$ cat config.mk
export PLATFORM = sky130hd
export DESIGN_NAME = fn_sweep_ctrl
export DESIGN_NICKNAME = d
export VERILOG_FILES = /design/src/rtl/fn_sweep_ctrl.sv
export SDC_FILE = /design/constraint.sdc
export NUM_CORES = 1
export LEC_CHECK = 0
export BUFFER_PORTS_ARGS = -buffer_cell sky130_fd_sc_hd__buf_2
export CAP_MARGIN = 20
export CORE_MARGIN = 2
export CORE_UTILIZATION = 50
export DETAILED_ROUTE_END_ITERATION = 8
export PLACE_DENSITY = 0.85
export SYNTH_ARGS = -nofsm -noshare
export SYNTH_HDL_FRONTEND = slang
export SYNTH_SLANG_ARGS = --single-unit
$ cat constraint.sdc
create_clock -name clk -period 2.64 [get_ports clk]
set_input_delay 0.528 -clock clk [delete_from_list [all_inputs] [get_ports clk]]
set_output_delay 0.528 -clock clk [all_outputs]
set_load 0.01 [all_outputs]
$ cat src/rtl/fn_sweep_ctrl.sv
// fn_sweep_ctrl: sweeps all 16 {sel,b,a} vectors of the 4-function
// logic unit, builds the truth table from y_in and counts misses.
// Ports: clk, rst (async high), start, abort, y_in -> a, b, sel,
//        busy, done, result[15:0], err_cnt[4:0], pass.
module fn_sweep_ctrl #(
  parameter int unsigned SETTLE = 1
) (
  input  logic        clk,
  input  logic        rst,
  input  logic        start,
  input  logic        abort,
  input  logic        y_in,
  output logic        a,
  output logic        b,
  output logic [1:0]  sel,
  output logic        busy,
  output logic        done,
  output logic [15:0] result,
  output logic [4:0]  err_cnt,
  output logic        pass
);

  typedef enum logic [1:0] {
    IDLE,
    DRIVE,
    DONE
  } state_t;

  localparam logic [15:0] GOLD  = 16'h96E8;
  localparam logic [2:0]  CLAST = 3'(SETTLE - 1);

  state_t      state;
  state_t      nstate;
  logic [3:0]  idx;
  logic [2:0]  cnt;
  logic        smp;
  logic        miss;
  logic [4:0]  err_nxt;

  // smp marks the edge that ends the last settle cycle of a vector;
  // abort suppresses it so the pending sample is dropped.
  always_comb begin
    nstate = state;
    smp    = 1'b0;
    unique case (state)
      IDLE: begin
        if (start) nstate = DRIVE;
      end
      DRIVE: begin
        if (abort) begin
          nstate = IDLE;
        end else if (cnt == CLAST) begin
          smp = 1'b1;
          if (idx == 4'd15) nstate = DONE;
        end
      end
      DONE: begin
        nstate = IDLE;
      end
      default: begin
        nstate = IDLE;
      end
    endcase
  end

  assign miss    = (y_in != GOLD[idx]);
  assign err_nxt = err_cnt + {4'd0, smp & miss};

  always_ff @(posedge clk or posedge rst) begin
    if (rst) begin
      state   <= IDLE;
      idx     <= '0;
      cnt     <= '0;
      result  <= '0;
      err_cnt <= '0;
      pass    <= 1'b0;
    end else begin
      state <= nstate;
      unique case (state)
        IDLE: begin
          if (start) begin
            idx     <= '0;
            cnt     <= '0;
            result  <= '0;
            err_cnt <= '0;
            pass    <= 1'b0;
          end
        end
        DRIVE: begin
          if (smp) begin
            result[idx] <= y_in;
            err_cnt     <= err_nxt;
            cnt         <= '0;
            // the last vector stays on a/b/sel through DONE
            if (idx != 4'd15) idx <= idx + 4'd1;
            else              pass <= (err_nxt == 5'd0);
          end else if (!abort) begin
            cnt <= cnt + 3'd1;
          end
        end
        default: begin
        end
      endcase
    end
  end

  // idx is a register, so the operand outputs are registered too
  assign a    = idx[0];
  assign b    = idx[1];
  assign sel  = idx[3:2];
  assign busy = (state == DRIVE);
  assign done = (state == DONE);

endmodule

# Word level (Yosys, flattened, before mapping)
# Memory sizes are Yosys's and may differ from the RTL's.
# Index checks and enable logic that the tools add are counted.
# totals
mem_bits_ro	16
ff_bits	31
word_cells	65
output_inout_bits	28
inputBits	5
memories	1
# memory_table
memory	depth	width	rd	rd_ports_with_merged_regs	wr	line	rtl
(name not given)	16	1	1	0	0	66	assign miss = (y_in != GOLD[idx]);
# classes
n_eq_ne	12
addsub	3
bitwise_logic	1
reduce_logical	10
n_lt_le_gt_ge	2
n_mux	30
# ops
op	count
2-to-1 mux 16 bit	2
one-hot mux 16 bit (2 select lines)	1
bitwise mux 16 bit	1
2-to-1 mux 4 bit	3
2-to-1 mux 5 bit	2
one-hot mux 5 bit (2 select lines)	1
2-to-1 mux 3 bit	3
inequality test 3 x 2 -> 1 bit, second input constant	3
AND reduction 3 bit	3
2-to-1 mux 1 bit	8
2-to-1 mux 2 bit	4
one-hot mux 4 bit (2 select lines)	1
AND reduction 4 bit	2
one-hot mux 3 bit (2 select lines)	1
adder 5 x 1 -> 5 bit	1
zero test 5 bit	1
< comparator 4 x 5 -> 1 bit, second input constant	1
adder 4 x 1 -> 4 bit, second input constant	1
demux 1 bit (select 4 bit)	1
equality test 4 bit, second input constant	1
greater-or-equal comparator 4 x 1 -> 1 bit, second input constant	1
inequality test 2 x 1 -> 1 bit, second input constant	2
inequality test 2 bit, second input constant	2
inequality test 4 bit, second input constant	1
other kinds (11)	11

# Longest topological paths before layout
# Gate-level depths: netlist (run 1).
# depth
word_depth	10
mapped_depth	12
mapped_depth_nobuf	12

# Worst setup path after synthesis (run 1)
# No wires, ideal clock.
# synth_path
path_type	register to register
start	reg idx[0]
end	reg pass
arrival_time_ns	2.355
slack_ns	0.157
synth_period_minus_slack_ns	2.483
path_buffers	0
stages_incl_launch_ff	13
required_time_ns	2.512
setup_ns	0.128
path_cell_list	dfrtp_1 -> inv_1 -> ha_1 -> xor2_1 -> nand2_1 -> a21oi_1 -> nor3b_1 -> ha_1 -> ha_1 -> nand3_1 -> xor2_1 -> and3_1 -> mux2_1
# synth_between
elab_chain_len	9
elab_cells_between_ends	12
classes_between	add/sub (1); eq/ne (3); mux (4); bitwise (1); reduce/logical (2); memory (1)
# synth_lines
item	line	rtl
from (decl)	34	logic [3:0] idx;
from (signal assigned)	95	if (idx != 4'd15) idx <= idx + 4'd1;
memory (16 x 1 bit)	--	
2-to-1 mux 1 bit (not written as such)	66	
inequality test 1 bit	66	
AND 1 bit	67	assign err_nxt = err_cnt + {4'd0, smp & miss};
adder 5 x 1 -> 5 bit	67	
zero test 5 bit	96	else pass <= (err_nxt == 5'd0);
2-to-1 mux 1 bit	95	
2-to-1 mux 1 bit	90	if (smp) begin
one-hot mux 1 bit (2 select lines)	79	unique case (state)
to (signal assigned)	96	
to (decl)	20	output logic pass
# Several ways; a longest one is shown, not always the timed one. The select of a mux whose other input is x is not followed.
# A chain may end at the register's enable or synchronous reset.

# Worst setup path after layout (run 1)
# Same ends and word-level chain as after synthesis.

==> results of run 1 <==
-- worst register-to-register path, delay by kind of cell (launching register included) --
kind / cells / cell delay (ps)
compound gates: 1 / 80
xor+xnor: 2 / 300
fa+ha+maj: 3 / 710
buf+inv: 1 / 80
flops: 1 / 410
mux: 1 / 290
simple gates: 4 / 530
-- registers in the layout (all words and copies together), names as in the netlist --
signal and flops:
err_cnt 5, state 2, idx 4, pass 1, result 16, cnt 3
-- timing repair --
item	in CTS	in global routing
hold endpoints to repair	0	0
gates resized for setup	0	5
endpoints found under the setup margin	0	1
-- cells by family after synthesis --
family | Yosys count
buffers and inverters | 19
and+or+nand+nor | 53
xor gates and xnor gates | 4
adders and majority gates | 8
muxes | 2
AOI/OAI and AO/OA | 70
DFF | 31
-- metal layers --
layer  GRT usage  vias up  wire [µm]
met5           0        -          0
met4      0.1064        0         43
met3     0.07039        4        226
met2      0.3489       48       1775
met1      0.2815      696       1676
li1            -      743          -
-- layout by cell type, fill, tap and decap left out, drive strengths merged --
| master | n |
|---|---|
| nor2 | 8 |
| nand2b | 3 |
| or2 | 2 |
| buf | 41 |
| and4bb | 1 |
| a32o | 2 |
| nor4 | 1 |
| o31ai | 1 |
| ha | 8 |
| nand3 | 5 |
| nand2 | 22 |
| a21oi | 15 |
| nor2b | 5 |
| mux2 | 2 |
| a22oi | 1 |
| clkbuf | 7 |
| nor3b | 2 |
| and3 | 2 |
| nor3 | 1 |
| o211ai | 1 |
| o21bai | 1 |
| clkinv | 1 |
| o32ai | 1 |
| inv | 11 |
| o21ai | 44 |
| o311ai | 1 |
| nand3b | 1 |
| xor2 | 4 |
| dfrtp | 31 |
| a31oi | 3 |
-- cell type report --
class	count	area (µm²)
fill	281	1119
inverter	11	41.29
timing repair buffer	41	227.7
multi-input combinational	137	833.3
sequential	31	777.0
tap	44	55.05
clock buffer	7	45.04
clock inverter	1	5.005
-- report_power, final --
| part | internal, W | switching [W] |
|---|---|---|
| Combinational | 0.000144 | 0.000211 |
| Sequential | 0.000514 | 0.0000373 |
| Clock | 0.000104 | 0.000154 |
-- per-stage QoR --
stage / instance area [µm²] / hold slack [ps] / util
floorplan: 1667 / 485.1 / -
global placement: 1913 / 478.2 / 0.6165
detailed placement: 1913 / 485.7 / 0.6165
CTS: 1963 / 257.4 / 0.6327
global route: 1984 / 284.2 / 0.6395
finish: 1984 / 248.0 / 0.6395
-- final timing paths --
check	slack (ps)	cells past startpoint	startpoint	endpoint
setup reg to reg	120	12	idx[0]	pass
max in group asynchronous	2090	3	rst	idx[1]
min in group clk	510	1	pass	pass
hold reg to reg	510	1	pass	pass
setup / recovery	120	12	idx[0]	pass
hold / removal	250	3	rst	idx[2]
==> impl_metrics.tcl, run 1 <==
set metrics [dict create \
    status "finished, final reports clean" \
    synthArstFlopShare 1.000 \
    routed_wl_um 3721 \
    synth_cell_types 34 \
    post_cts_buffers 0 \
    crit_buf_inv 1 \
    worst_setup_path_start_kind "flop" \
    tns_ps 0 \
    fin_crit_ps 2520 \
    routed_via_density 5.482 \
    crit_fanout 4 \
    antenna_found_initial 0 \
    cap_violations 0 \
    yosysTopAreaCell "dfrtp_1" \
    fin_skew_ps 6.501 \
    syn-instance-count 187 \
    rows 20 \
    seq_area_frac_synth 0.4655 \
    insertion_delay_ps 330 \
    synth-main-ff-cell "dfrtp_1" \
    worst_ir_drop_vdd_uv 285.9 \
    diodes 0 \
    dp_slack_ps 50.73 \
    fin_nets 240 \
    cpMostUsedCell "xor2_1" \
    clkTransAtPathRegs_ps 90 \
    ctsHtreeMaxLevel 2 \
    start_util 0.5371 \
    max_freq_mhz 396.8 \
    power_density_nw_per_um2 586.6 \
    fin_crit_sh 0.9547 \
    cts_buffer_depth 2 \
    coreArea_um2 3103 \
    grt_pass1_wl_um 6168 \
    area_growth_syn_to_layout_pct 19.07 \
    power.leakage_nw 0.9853 \
    path_delay_family "adder cells" \
    cpPeakStageDelay_ps 410 \
    synth_top_family_by_area "compound AO/OA/AOI/OAI gates" \
    cts_tree "yes" \
    syn_avg_cell_area_um2 8.912 \
    synth.area.mux_share 0.01351 \
    synth-seq-cells 31 \
    ys_top_cells_by_area "dfrtp_1, o21ai_0, ha_1" \
    dp_cells 264 \
    stdcell_count 272 \
    clock_sinks 31 \
    drc 0 \
    critPathRequiredTime_ps 2870 \
    maxSlewViolCount 0 \
    synth_compound_area_frac 0.2312 \
    syn_area_um2 1667 \
    critical_path_class "reg2reg" \
    yosysMostFrequentCell "o21ai_0" \
    finalPower_w 0.001164 \
    rsz0062_at_grt "false" \
    cts_root_buf "clkbuf_4" \
    design.die.area_um2 3811 \
    holdBufCountCts 0 \
    routabilityCongestion 0.8710 \
    grtUsageTotal 0.2230 \
    die_y_um 61.74 \
    slew_headroom 0.6201 \
    io_pins 33 \
    drtPass1Iterations 4 \
    grt_pass1_vias 1419 \
    die_x_um 61.74 \
    synth_xor_area_frac 0.02102 \
    drt-initial-drc-count 64 \
    cp_cell_sequence "inv_1 > ha_1 > xor2_1 > nand2_1 > a21oi_1 > nor3b_2 > ha_2 > ha_4 > xor2_1 > nor4_1 > and3_1 > mux2_1" \
    worstMarginPinSlew_ps 565.5 \
    synth-simple-area-share 0.1622 \
    synth_nets 200 \
    drive_gt1_frac 0.2412 \
    final.setup.worst_slack_ps 119.6 \
    cp_slowest_cell "dfrtp_1" \
    synth_adder_area_share 0.06006 \
    ys.warnings.count 0 \
    wire_per_inst_um 13.68 \
    portBuffers 32 \
    end_kind "flop" \
    cts_inserted_buffers 5 \
    hold_viol_final 0 \
    synth_top_area_share 0.4655 \
    yosys-top-cells-count "o21ai_0, dfrtp_1, nand2_1" \
    setup_violations 0 \
    detail-route-antenna-nets 0 \
    num_vias 1491 \
    grt_overflow 0 \
    hold_path_class "in2async" \
    dp_hpwl_um 2702 \
    critical_path_arrival_ps 2750 \
    synth_edf_count 0 \
    grt_max_degree 32 \
]
Note: power is estimated with default switching activity, not from simulation.
==> inputs of run 2 (changes only) <==
--- a/config.mk
+++ b/config.mk
@@ -7,10 +7,9 @@
 export LEC_CHECK = 0
 export BUFFER_PORTS_ARGS = -buffer_cell sky130_fd_sc_hd__buf_2
 export CAP_MARGIN = 20
-export CORE_MARGIN = 2
-export CORE_UTILIZATION = 50
+export CORE_UTILIZATION = 49
 export DETAILED_ROUTE_END_ITERATION = 8
-export PLACE_DENSITY = 0.85
+export PLACE_DENSITY = 0.87
 export SYNTH_ARGS = -nofsm -noshare
 export SYNTH_HDL_FRONTEND = slang
 export SYNTH_SLANG_ARGS = --single-unit
==> constraint.sdc (replaced) <==
create_clock -name clk -period 2.2 [get_ports clk]
set_input_delay 0.44 -clock clk [delete_from_list [all_inputs] [get_ports clk]]
set_output_delay 0.44 -clock clk [all_outputs]
set_load 0.01 [all_outputs]
==> run 2 against run 1 <==
Net effect:
- the flow now finishes with violations (negative setup slack)
- clock skew grew 2.9 ps
- critical path depth stayed put
- global-route usage grew 0.91 points
- sequential power is 19% higher
- die area down 4.5%
- highest routed layer unchanged
==> impl_metrics.tcl, run 2 (synthesis gave the netlist of run 1 again) <==
set metrics [dict create \
    grt_overflow 0 \
    hold_path_class "in2async" \
    power_density_nw_per_um2 701.6 \
    coreArea_um2 3128 \
    seqPwrFrac 0.446 \
    worstMarginPinSlew_ps 455.7 \
    crit_fanout 3 \
    max_freq_mhz 427.1 \
    start_util 0.5328 \
    final_common_cell "o21ai_0" \
    r2r-start "idx[1]" \
    setup_violations 1 \
    antenna_found_initial 0 \
    status "complete, but fails checks" \
    finalPower_w 0.001476 \
    stdcell_count 284 \
    top_register "result" \
    cts_inserted_buffers 5 \
    critical_path_class "reg2reg" \
    dp_cells 274 \
    p_sw_w 0.0004982 \
    diodes 0 \
    fin_crit_ps 2341 \
    fin_crit_sh 1.064 \
    cap_violations 0 \
    tns_ps -141.4 \
    comb_power_share 0.346 \
    fin_nets 252 \
    cts_tree "yes" \
    routed_wl_um 3853 \
    p_int_w 0.0009774 \
    design.die.area_um2 3639 \
    largest_reg_flops 16 \
    dp_hpwl_um 2898 \
    startpoint "idx[1]" \
    grt_pass1_vias 1394 \
    holdBufCountCts 0 \
    drt-initial-drc-count 87 \
    power.leakage_nw 1.045 \
    area_growth_syn_to_layout_pct 26.20 \
    routed_via_density 5.303 \
    p_sw_frac 0.3376 \
    critical_path_arrival_ps 2550 \
    rsz0062_at_grt "true" \
    reg_top3 "result x16, err_cnt x5, idx x4" \
    final.setup.worst_slack_ps -141.4 \
    num_vias 1506 \
    wire_per_inst_um 13.57 \
    drtPass1Iterations 4 \
    cts_root_buf "clkbuf_4" \
    grt_pass1_wl_um 6230 \
    slew_headroom 0.6939 \
    die_x_um 60.32 \
    insertion_delay_ps 310 \
    nFillCells 255 \
    io_pins 33 \
    clock_sinks 31 \
    grtUsageTotal 0.2321 \
    portBuffers 32 \
    power_frac_clock 0.208 \
    end_kind "flop" \
    drive_gt1_frac 0.3125 \
    grt_max_degree 32 \
    worst_ir_drop_vdd_uv 394.7 \
    cts_buffer_depth 2 \
    layout_common_cells "o21ai_0, buf_2, dfrtp_1" \
    critPathRequiredTime_ps 2410 \
    routabilityCongestion 0.8619 \
    drc 0 \
    rows 20 \
    detail-route-antenna-nets 0 \
    ctsHtreeMaxLevel 2 \
    failed_checks "negative setup slack" \
    die_y_um 60.32 \
    fin_skew_ps 9.351 \
    maxSlewViolCount 0 \
    worst_setup_path_start_kind "flop" \
    hold_viol_final 0 \
    clkTransAtPathRegs_ps 100 \
]
==> run 2: cell count changes in the layout (fill, tap and decap cells not counted), sizes merged <==
| cell | previous run | this run |
|---|---|---|
| buf | 41 | 53 |
==> run 2: routing by layer <==
metal / GRT usage / wire length, µm
met2: 0.4113 / 1922
met4: 0.04651 / 10
met3: 0.06061 / 177
met5: 0 / 0
met1: 0.2826 / 1743
==> run 2: final cells by class <==
type	instances	area, µm²	area share
repair buffers	53	317.8	0.1511
clock buffers	7	45.04	0.02142
clock inverters	1	5.005	0.002380
well taps	44	55.05	0.02617
multi-input cells	137	860.8	0.4093
flip-flops and latches	31	778.2	0.3700
inverters	11	41.29	0.01963
==> run 2: final timing paths <==
kind,to,slack [ps],depth (start not counted)
hold reg to reg,result[6],510,2
setup / recovery,pass,-140,12
setup reg to reg,pass,-140,12
min in group clk,state[0],450,3
hold / removal,result[15],180,3
max in group asynchronous,idx[1],1720,3
==> run 2: critical path, stage by stage, from the launching register on <==
cell and delay [ps]:
dfrtp_2 440, inv_2 90, ha_4 210, xor2_1 130, nand2_1 110, a21oi_2 70, nor3b_2 170, ha_2 220
ha_4 150, xor2_1 150, nor4_1 60, and3_1 190, mux2_4 250
==> run 2: power by group through the flow <==
| stage | Combinational, W | Sequential, W | Clock, W |
|---|---|---|---|
| floorplan | 0.000286 | 0.000691 | 0 |
| global placement | 0.000473 | 0.000667 | 0 |
| detailed placement | 0.000484 | 0.000670 | 0 |
| CTS | 0.000507 | 0.000658 | 0.000322 |
| global route | 0.000563 | 0.000664 | 0.000350 |
| finish | 0.000511 | 0.000659 | 0.000307 |
==> run 2: metrics by stage <==
step / cell area, µm² / hold WS (ps) / setup slack [ps] / utilization
floorplan: 1723 / 485.1 / -75.24 / -
global placement: 2034 / 486.9 / -39.56 / 0.6504
detailed placement: 2034 / 492.4 / -146.9 / 0.6504
CTS: 2103 / 179.1 / -140.8 / 0.6724
global route: 2103 / 188.9 / -253.9 / 0.6724
finish: 2103 / 181.8 / -141.4 / 0.6724
==> run 2: what timing repair did <==
action / 4_1_cts / 5_1_grt
setup buffers: 2 / 0
pin swaps: 1 / 0
gates resized for setup: 1 / 2
endpoints found under the setup margin: 1 / 2
endpoints found under the hold margin: 0 / 0
==> inputs of run 3 (changes only) <==
--- a/config.mk
+++ b/config.mk
@@ -7,9 +7,10 @@
 export LEC_CHECK = 0
 export BUFFER_PORTS_ARGS = -buffer_cell sky130_fd_sc_hd__buf_2
 export CAP_MARGIN = 20
-export CORE_UTILIZATION = 49
+export CORE_MARGIN = 3
+export CORE_UTILIZATION = 40
 export DETAILED_ROUTE_END_ITERATION = 8
-export PLACE_DENSITY = 0.87
+export PLACE_DENSITY = 0.75
 export SYNTH_ARGS = -nofsm -noshare
 export SYNTH_HDL_FRONTEND = slang
 export SYNTH_SLANG_ARGS = --single-unit
==> run 3 against run 2 <==
Net effect:
- global-route usage is 5.9 points lower
- the run still ends with negative setup slack left
- setup slack improved by 4.7 ps
- die area increased by 37%
- sequential power about the same
- core utilization shrank 10 points
==> impl_metrics.tcl, run 3 (synthesis gave the netlist of run 1 again) <==
set metrics [dict create \
    status "complete, but fails checks" \
    failed_checks "negative setup slack" \
    io_pins 33 \
    cts_buffer_depth 2 \
    coreArea_um2 3826 \
    insertion_delay_ps 300 \
    power.leakage_nw 1.080 \
    finalPower_w 0.001753 \
    crit_fanout 4 \
    dp_slack_ps -136.9 \
    reg2reg_depth 12 \
    clock_sinks 31 \
    cts_root_buf "clkbuf_8" \
    die_x_um 70.55 \
    top_register "result" \
    hold_viol_final 0 \
    design.die.area_um2 4977 \
    num_vias 1527 \
    grt_max_degree 32 \
    routed_via_density 5.284 \
    fin_crit_sh 1.062 \
    fin_skew_ps 4.344 \
    cts_tree "yes" \
    rsz0062_at_grt "true" \
    diodes 0 \
    area_growth_syn_to_layout_pct 31.23 \
    cts_inserted_buffers 5 \
    path_delay_family "adder cells" \
    fin_crit_ps 2337 \
    grt_pass1_vias 1461 \
    critPathRequiredTime_ps 2380 \
    reg_top3 "result x16, err_cnt x5, idx x4" \
    r2r-start "idx[0]" \
    power_density_nw_per_um2 801.3 \
    grt_pass1_wl_um 6782 \
    final_common_cell "o21ai_0" \
    fin_nets 253 \
    r2r-end "pass" \
    ctsHtreeMaxLevel 2 \
    wire_per_inst_um 13.93 \
    detail-route-antenna-nets 0 \
    layout_common_cells "o21ai_0, buf_2, dfrtp_1" \
    grt_overflow 0 \
    cp_slowest_cell "dfrtp_2" \
    final.setup.worst_slack_ps -136.7 \
    holdBufCountCts 0 \
    ff2ff_setup_slack_ps -140 \
    worst_ir_drop_vdd_uv 462.8 \
    largest_reg_flops 16 \
    drc 0 \
    max_freq_mhz 428.0 \
    portBuffers 32 \
    drt-initial-drc-count 130 \
    dp_hpwl_um 2967 \
    die_y_um 70.55 \
    critical_path_arrival_ps 2520 \
    maxSlewViolCount 0 \
    cap_violations 0 \
    setup_violations 1 \
    hold_path_class "in2async" \
    end_kind "flop" \
    rows 22 \
    worst_setup_path_start_kind "flop" \
    drtPass1Iterations 4 \
    clkTransAtPathRegs_ps 70 \
    cpPeakStageDelay_ps 440 \
    antenna_found_initial 0 \
    crit_buf_inv 1 \
    slew_headroom 0.6223 \
    routabilityCongestion 0.8288 \
    grtUsageTotal 0.1729 \
    worstMarginPinSlew_ps 562.2 \
    routed_wl_um 4026 \
    start_util 0.4356 \
    cp_cell_sequence "inv_2 > ha_4 > xor2_1 > nand2_1 > a21oi_2 > nor3b_2 > ha_2 > ha_4 > nand3_2 > xor2_1 > and3_1 > mux2_4" \
    tns_ps -136.7 \
    drive_gt1_frac 0.3278 \
    critical_path_class "reg2reg" \
]
## run 3: area by class of cell
class	instances	area, µm²
Fill cell	330	1639
Clock inverter	2	35.03
Clock buffer	6	82.58
Sequential cell	31	778.2
Timing Repair Buffer	54	325.3
Multi-Input combinational cell	137	864.6
Inverter	11	41.29
Tap cell	48	60.06
## run 3: repair_timing
action                                  CTS  global route
cloned                                    0             0
endpoints found under the setup margin    1             1
pin swaps                                 3             1
hold endpoints to repair                  0             0
resized for setup                         1             2
setup buffers                             0             1
## run 3: how the worst max path moves through the flow
stage / cells past startpoint / to / from / slack, ps
after floorplan: 11 / pass / idx[1] / -80
after global placement: 12 / pass / idx[1] / -50
after detailed placement: 12 / pass / idx[0] / -140
after CTS: 12 / pass / idx[0] / -150
after global routing: 12 / pass / idx[0] / -250
final: 12 / pass / idx[0] / -140
## run 3: where the power goes
part	internal, W	switching [W]
combinational	0.000224	0.000273
clock	0.000366	0.000230
sequential	0.000619	0.0000412
total	0.00121	0.000544
## run 3: per-stage QoR
step / std cells / hold WS (ps) / instance area (µm²) / utilization
after floorplan: 187 / 485.1 / 1723 / -
after global placement: 280 / 489.0 / 2054 / 0.5370
after detailed placement: 280 / 492.3 / 2054 / 0.5370
after CTS: 288 / 224.1 / 2176 / 0.5687
after global routing: 289 / 265.6 / 2187 / 0.5716
final: 289 / 205.5 / 2187 / 0.5716
## run 3: worst register-to-register path, delay by kind of cell, from the launching register on
family          cells  cell delay (ps)
compound gates      1               60
simple gates        4              510
fa+ha+maj           3              580
buf+inv             1               90
xor+xnor            2              300
flops               1              440
mux                 1              250
## run 3: layer usage
layer / up-vias / global-route usage / wire length (µm)
met1: 711 / 0.2241 / 1857
met4: 0 / 0.08142 / 68
met2: 49 / 0.2765 / 1883
met5: - / 0 / 0
met3: 6 / 0.03693 / 217
li1: 761 / - / -
